[src/rtl/fifo_pkg.sv]
// Shared helpers for the async FIFO pointer blocks.
// Functions work on zero-extended values, so any width up to MAX_W fits.
package fifo_pkg;

  localparam int MAX_W = 32;

  function automatic logic [MAX_W-1:0] bin2gray(
    input logic [MAX_W-1:0] b
  );
    return b ^ (b >> 1);
  endfunction

  function automatic logic [MAX_W-1:0] gray2bin(
    input logic [MAX_W-1:0] g
  );
    logic [MAX_W-1:0] b;
    b = g;
    for (int i = 1; i < MAX_W; i++) begin
      b = b ^ (g >> i);
    end
    return b;
  endfunction

  // Full when the two top Gray bits differ and the rest match.
  function automatic logic full_match(
    input logic [MAX_W-1:0] wg,
    input logic [MAX_W-1:0] rg,
    input int unsigned      w
  );
    return wg == (rg ^ (32'd3 << (w - 2)));
  endfunction

endpackage

[src/rtl/sync_2ff.sv]
// Two-flop synchroniser for Gray-coded pointers.
// Synchronous active-high reset.
module sync_2ff #(
  parameter int W = 6
) (
  input  logic         i_clk,
  input  logic         i_rst,
  input  logic [W-1:0] i_d,
  output logic [W-1:0] o_q
);

  logic [W-1:0] r_q1;
  logic [W-1:0] r_q2;

  always_ff @(posedge i_clk) begin
    if (i_rst) begin
      r_q1 <= '0;
      r_q2 <= '0;
    end else begin
      r_q1 <= i_d;
      r_q2 <= r_q1;
    end
  end

  assign o_q = r_q2;

endmodule

[src/rtl/fifo_wptr_full.sv]
// Write-side pointer, full/almost-full, level and overflow
// for the dual-clock FIFO, all in the w_clk domain.
module fifo_wptr_full
  import fifo_pkg::*;
#(
  parameter int ADDRESS_SIZE       = 5,
  parameter int ALMOST_FULL_MARGIN = 4
) (
  input  logic                    w_clk,
  input  logic                    w_rst,
  input  logic                    w_en,
  input  logic [ADDRESS_SIZE:0]   r_ptr_gray,
  output logic [ADDRESS_SIZE-1:0] w_adrs,
  output logic [ADDRESS_SIZE:0]   w_ptr_gray,
  output logic                    w_accept,
  output logic                    full,
  output logic                    almost_full,
  output logic [ADDRESS_SIZE:0]   w_level,
  output logic                    overflow
);

  localparam int PW = ADDRESS_SIZE + 1;
  localparam int D  = 1 << ADDRESS_SIZE;

  typedef logic [PW-1:0] ptr_t;

  localparam ptr_t AF_TH = ptr_t'(D - ALMOST_FULL_MARGIN);

  ptr_t r_wbin;
  ptr_t r_wgray;
  ptr_t w_rq2;
  ptr_t w_rbin_s;
  ptr_t w_wbin_next;
  ptr_t w_wgray_next;
  ptr_t w_level_next;
  logic w_push;
  logic w_full_next;

  sync_2ff #(
    .W (PW)
  ) u_rsync (
    .i_clk (w_clk),
    .i_rst (w_rst),
    .i_d   (r_ptr_gray),
    .o_q   (w_rq2)
  );

  assign w_push       = w_en & ~full;
  assign w_wbin_next  = r_wbin + {{ADDRESS_SIZE{1'b0}}, w_push};
  assign w_wgray_next = ptr_t'(bin2gray(MAX_W'(w_wbin_next)));
  assign w_rbin_s     = ptr_t'(gray2bin(MAX_W'(w_rq2)));
  assign w_level_next = w_wbin_next - w_rbin_s;
  assign w_full_next  = full_match(MAX_W'(w_wgray_next),
                                   MAX_W'(w_rq2), PW);

  always_ff @(posedge w_clk) begin
    if (w_rst) begin
      r_wbin      <= '0;
      r_wgray     <= '0;
      full        <= 1'b0;
      almost_full <= 1'b0;
      w_level     <= '0;
      overflow    <= 1'b0;
    end else begin
      r_wbin      <= w_wbin_next;
      r_wgray     <= w_wgray_next;
      full        <= w_full_next;
      almost_full <= (w_level_next >= AF_TH);
      w_level     <= w_level_next;
      overflow    <= overflow | (w_en & full);
    end
  end

  assign w_adrs     = r_wbin[ADDRESS_SIZE-1:0];
  assign w_ptr_gray = r_wgray;
  assign w_accept   = w_push;

endmodule

[config.mk]
export PLATFORM = sky130hd
export DESIGN_NAME = fifo_wptr_full
export DESIGN_NICKNAME = d
export VERILOG_FILES = /design/src/rtl/fifo_pkg.sv /design/src/rtl/sync_2ff.sv /design/src/rtl/fifo_wptr_full.sv
export SDC_FILE = /design/constraint.sdc
export NUM_CORES = 1
export LEC_CHECK = 0
export BUFFER_PORTS_ARGS = -buffer_cell sky130_fd_sc_hd__buf_2
export CORE_MARGIN = 5
export CORE_UTILIZATION = 49
export DETAILED_ROUTE_END_ITERATION = 8
export HOLD_SLACK_MARGIN = 0.02
export PLACE_DENSITY = 0.81
export SLEW_MARGIN = 15
export SYNTH_ARGS = -nofsm -noshare
export SYNTH_HDL_FRONTEND = slang
export SYNTH_SLANG_ARGS = --single-unit
[constraint.sdc]
create_clock -name w_clk -period 2.98 [get_ports w_clk]
set_input_delay 0.149 -clock w_clk [delete_from_list [all_inputs] [get_ports w_clk]]
set_output_delay 0.149 -clock w_clk [all_outputs]
set_load 0.02 [all_outputs]
==> metrics.yaml <==
status:
  outcome: "finished clean"
drt:
  vias_per_cell: 4.94
  dr.pass1.iters: 4
  vias: 1250
  drcViolationCount: 0
  wl_per_cell_um: 11.8
  ant_nets: 0
  drt_iter0_markers: 67
  wirelength_um: 2980
sta:
  fin_crit_ps: 2820
  whs_ps: 42.0
  worstMarginPinSlew_ps: 532
  slew_headroom_pct: 64.5
  setup_viol: 0
  timing.fmax_mhz: 355
  slew_violations: 0
  rsz0062_at_grt: "no"
  finClkSkew_ps: 4.61
  min_period_over_period_pct: 94.6
  hold_viol: 0
placement:
  hpwl_um: 2120
  gp_congestion: 0.886
  port_buffers: 29
  placed_cell_area_um2: 1790
  dp.cells: 237
synth:
  syn_inst: 165
  syn_area_um2: 1580
  syn_avg_cell_area_um2: 9.56
  yosysWarnings: 0
  ys_seq_elements: 32
  synth_fp_nets: 181
  yosys-top-cells-area: "dfxtp_1, nor2b_1, xnor2_1"
  synth_top_cell_by_area: "dfxtp_1"
  ys_seq_area_share_pct: 40.6
  yosysTopAreaCellShare_pct: 40.6
  synth.distinct_cells: 43
layout:
  final_cells: 253
  nFillCells: 258
  syn_to_final_growth_pct: 26.7
  final_area_um2: 2000
  drive_gt1_share_pct: 29.2
  seq_area_um2: 646
  fin_util_pct: 65.0
  n_antenna_cell: 0
  multiInputGateArea_um2: 912
  layout.nets: 224
power_and_ir_drop:
  p_sw_share_pct: 27.9
  ir_worst_vdd_v: 0.000448
  clockPowerShare_pct: 32.7
  powerDensity_nw_per_um2: 564
  switching_power_uw: 314
  p_int_uw: 812
  share_seq_of_total_power_pct: 42.7
  combPwrFrac_pct: 24.6
  p_leak_uw: 0.000924
floorplan:
  ios: 30
  num_rows: 20
  die_area_um2: 4450
  die_w_um: 66.7
  start_util_pct: 51.3
  die_h_um: 66.7
  coreArea_um2: 3080
critical_path:
  crit_required_ps: 3210
  path_max_fanout: 3
  end_kind: "flop"
  arrival_ps: 3050
  r2r_setup_slack_ps: 160
  criticalPathCategory: "flop to flop"
  setup.worst_path.start_class: "flop"
global_routing:
  gr-total-overflow: 0
  grt_first_pass_wirelength_um: 5000
  grtUsageTotal_pct: 15.4
  grt_pass1_vias: 1170
  antenna_found_initial: 0
  grt_max_degree: 33
clock_tree:
  tritoncts: "built"
  clkLatencyLatePin_ps: 340
  numCtsBuffers: 5
  clk_pin_slew_ps: 90
  cts_sinks: 32
  cts_buffer_depth: 2
  cts_root_buf: "clkbuf_4"
  htree_levels: 2
worst_hold_path:
  hp-class: "input port to flop"
job:
  drv_cap: 0
==> Yosys cell counts, drive strengths merged <==
| master | n |
|---|---|
| dfxtp | 32 |
| nor2b | 18 |
| nor2 | 17 |
| xnor2 | 12 |
| nand2 | 10 |
| inv | 9 |
| xor2 | 9 |
| ha | 6 |
| a21oi | 5 |
| nand3 | 5 |
| clkbuf | 4 |
| a2111oi | 3 |
| nand2b | 3 |
| o21ai | 3 |
| or2 | 3 |
| a21o | 2 |
| a31oi | 2 |
| buf | 2 |
| mux2i | 2 |
| nand4 | 2 |
| o211ai | 2 |
| xnor3 | 2 |
| a211o | 1 |
| a21boi | 1 |
| a221oi | 1 |
| a311o | 1 |
| a32o | 1 |
| and2 | 1 |
| and3 | 1 |
| fa | 1 |
| maj3 | 1 |
| nor3 | 1 |
| o221ai | 1 |
| o22ai | 1 |
==> power groups by stage <==
stage	combinational, µW	clock [µW]	sequential (µW)
2_1_floorplan	153	0	529
3_3_place_gp	254	0	490
3_5_place_dp	259	0	491
4_1_cts	267	379	481
5_1_grt	308	394	485
6_report	278	369	481
==> placed cells by master, fill, tap and decap left out, drive strengths merged, types with 2 or more instances in the layout <==
master,n
a31oi,2
nor2b,18
nand2b,3
or2,3
a2111oi,3
dfxtp,32
o211ai,2
a21oi,5
mux2i,2
nand3,5
clkbuf,7
a21o,2
inv,9
nor2,17
xor2,9
o21ai,3
ha,6
xnor2,12
xnor3,2
buf,36
nand4,2
nand2,10
dlygate4sd3,6
==> registers in the layout (all words and copies together) (netlist names) <==
register and count:
full 1, overflow 1, r_wbin 5, almost_full 1, u_rsync.r_q1 6, w_ptr_gray 6
u_rsync.o_q 6, w_level 6
==> routing by layer <==
metal  GRT usage [%]  wire length, µm
met1            18.4             1370
met2            24.4             1330
met3            4.38              220
met4            9.14               53
met5               0                0
==> area by class of cell <==
| cell class | count | area share, % |
|---|---|---|
| Clock buffer | 7 | 3.25 |
| Inverter | 9 | 1.69 |
| Sequential cell | 32 | 32.3 |
| Tap cell | 44 | 2.75 |
| Clock inverter | 1 | 1.50 |
| Multi-Input combinational cell | 118 | 45.6 |
| Timing Repair Buffer | 42 | 12.9 |
==> metrics by stage <==
stage / TNS (ps) / setup WS (ps) / total power (µW)
floorplan: 0 / 58.8 / 682
global placement: 0 / 128 / 744
detailed placement: -14.3 / -14.3 / 749
CTS: 0 / 9.41 / 1130
global route: 0 / 33.2 / 1190
finish: 0 / 161 / 1130
==> repair_timing <==
item / CTS / global route
buffers inserted: 0 / 2
setup endpoints to repair: 1 / 2
pin swaps: 1 / 1
hold endpoints to repair: 6 / 0
cloned: 0 / 0
hold buffers: 6 / 0
gates resized for setup: 1 / 8
==> worst max-delay path: stages, from the launching register on <==
cell,delay [ps]
dfxtp_4,360
xnor3_2,470
xor2_4,190
xor2_2,200
xnor2_1,140
ha_1,210
fa_2,350
inv_1,60
a21oi_1,70
maj3_2,330
mux2i_2,220
o211ai_2,110
==> logic make-up (layout without fill, tap and decap cells) <==
family,Yosys count,in the layout,share of synthesized area [%]
flip-flops,32,32,40.6
AO/OA/AOI/OAI,24,24,12.6
multiplexers,2,2,1.27
AND/OR/NAND/NOR,61,61,19.4
adder cells (fa/ha/maj),8,8,6.66
XOR/XNOR,23,23,15.5
buffers and inverters,15,59,3.89
==> path summary, 6_finish.rpt <==
kind / startpoint / endpoint / cells after the start
worst min register to register: u_rsync.r_q1[5] / u_rsync.o_q[5] / 1
worst max-delay path: u_rsync.o_q[5] / almost_full / 11
worst min-delay path: w_en / overflow / 3
worst max register to register: u_rsync.o_q[5] / almost_full / 11
Note: power is estimated with default switching activity, not from simulation.
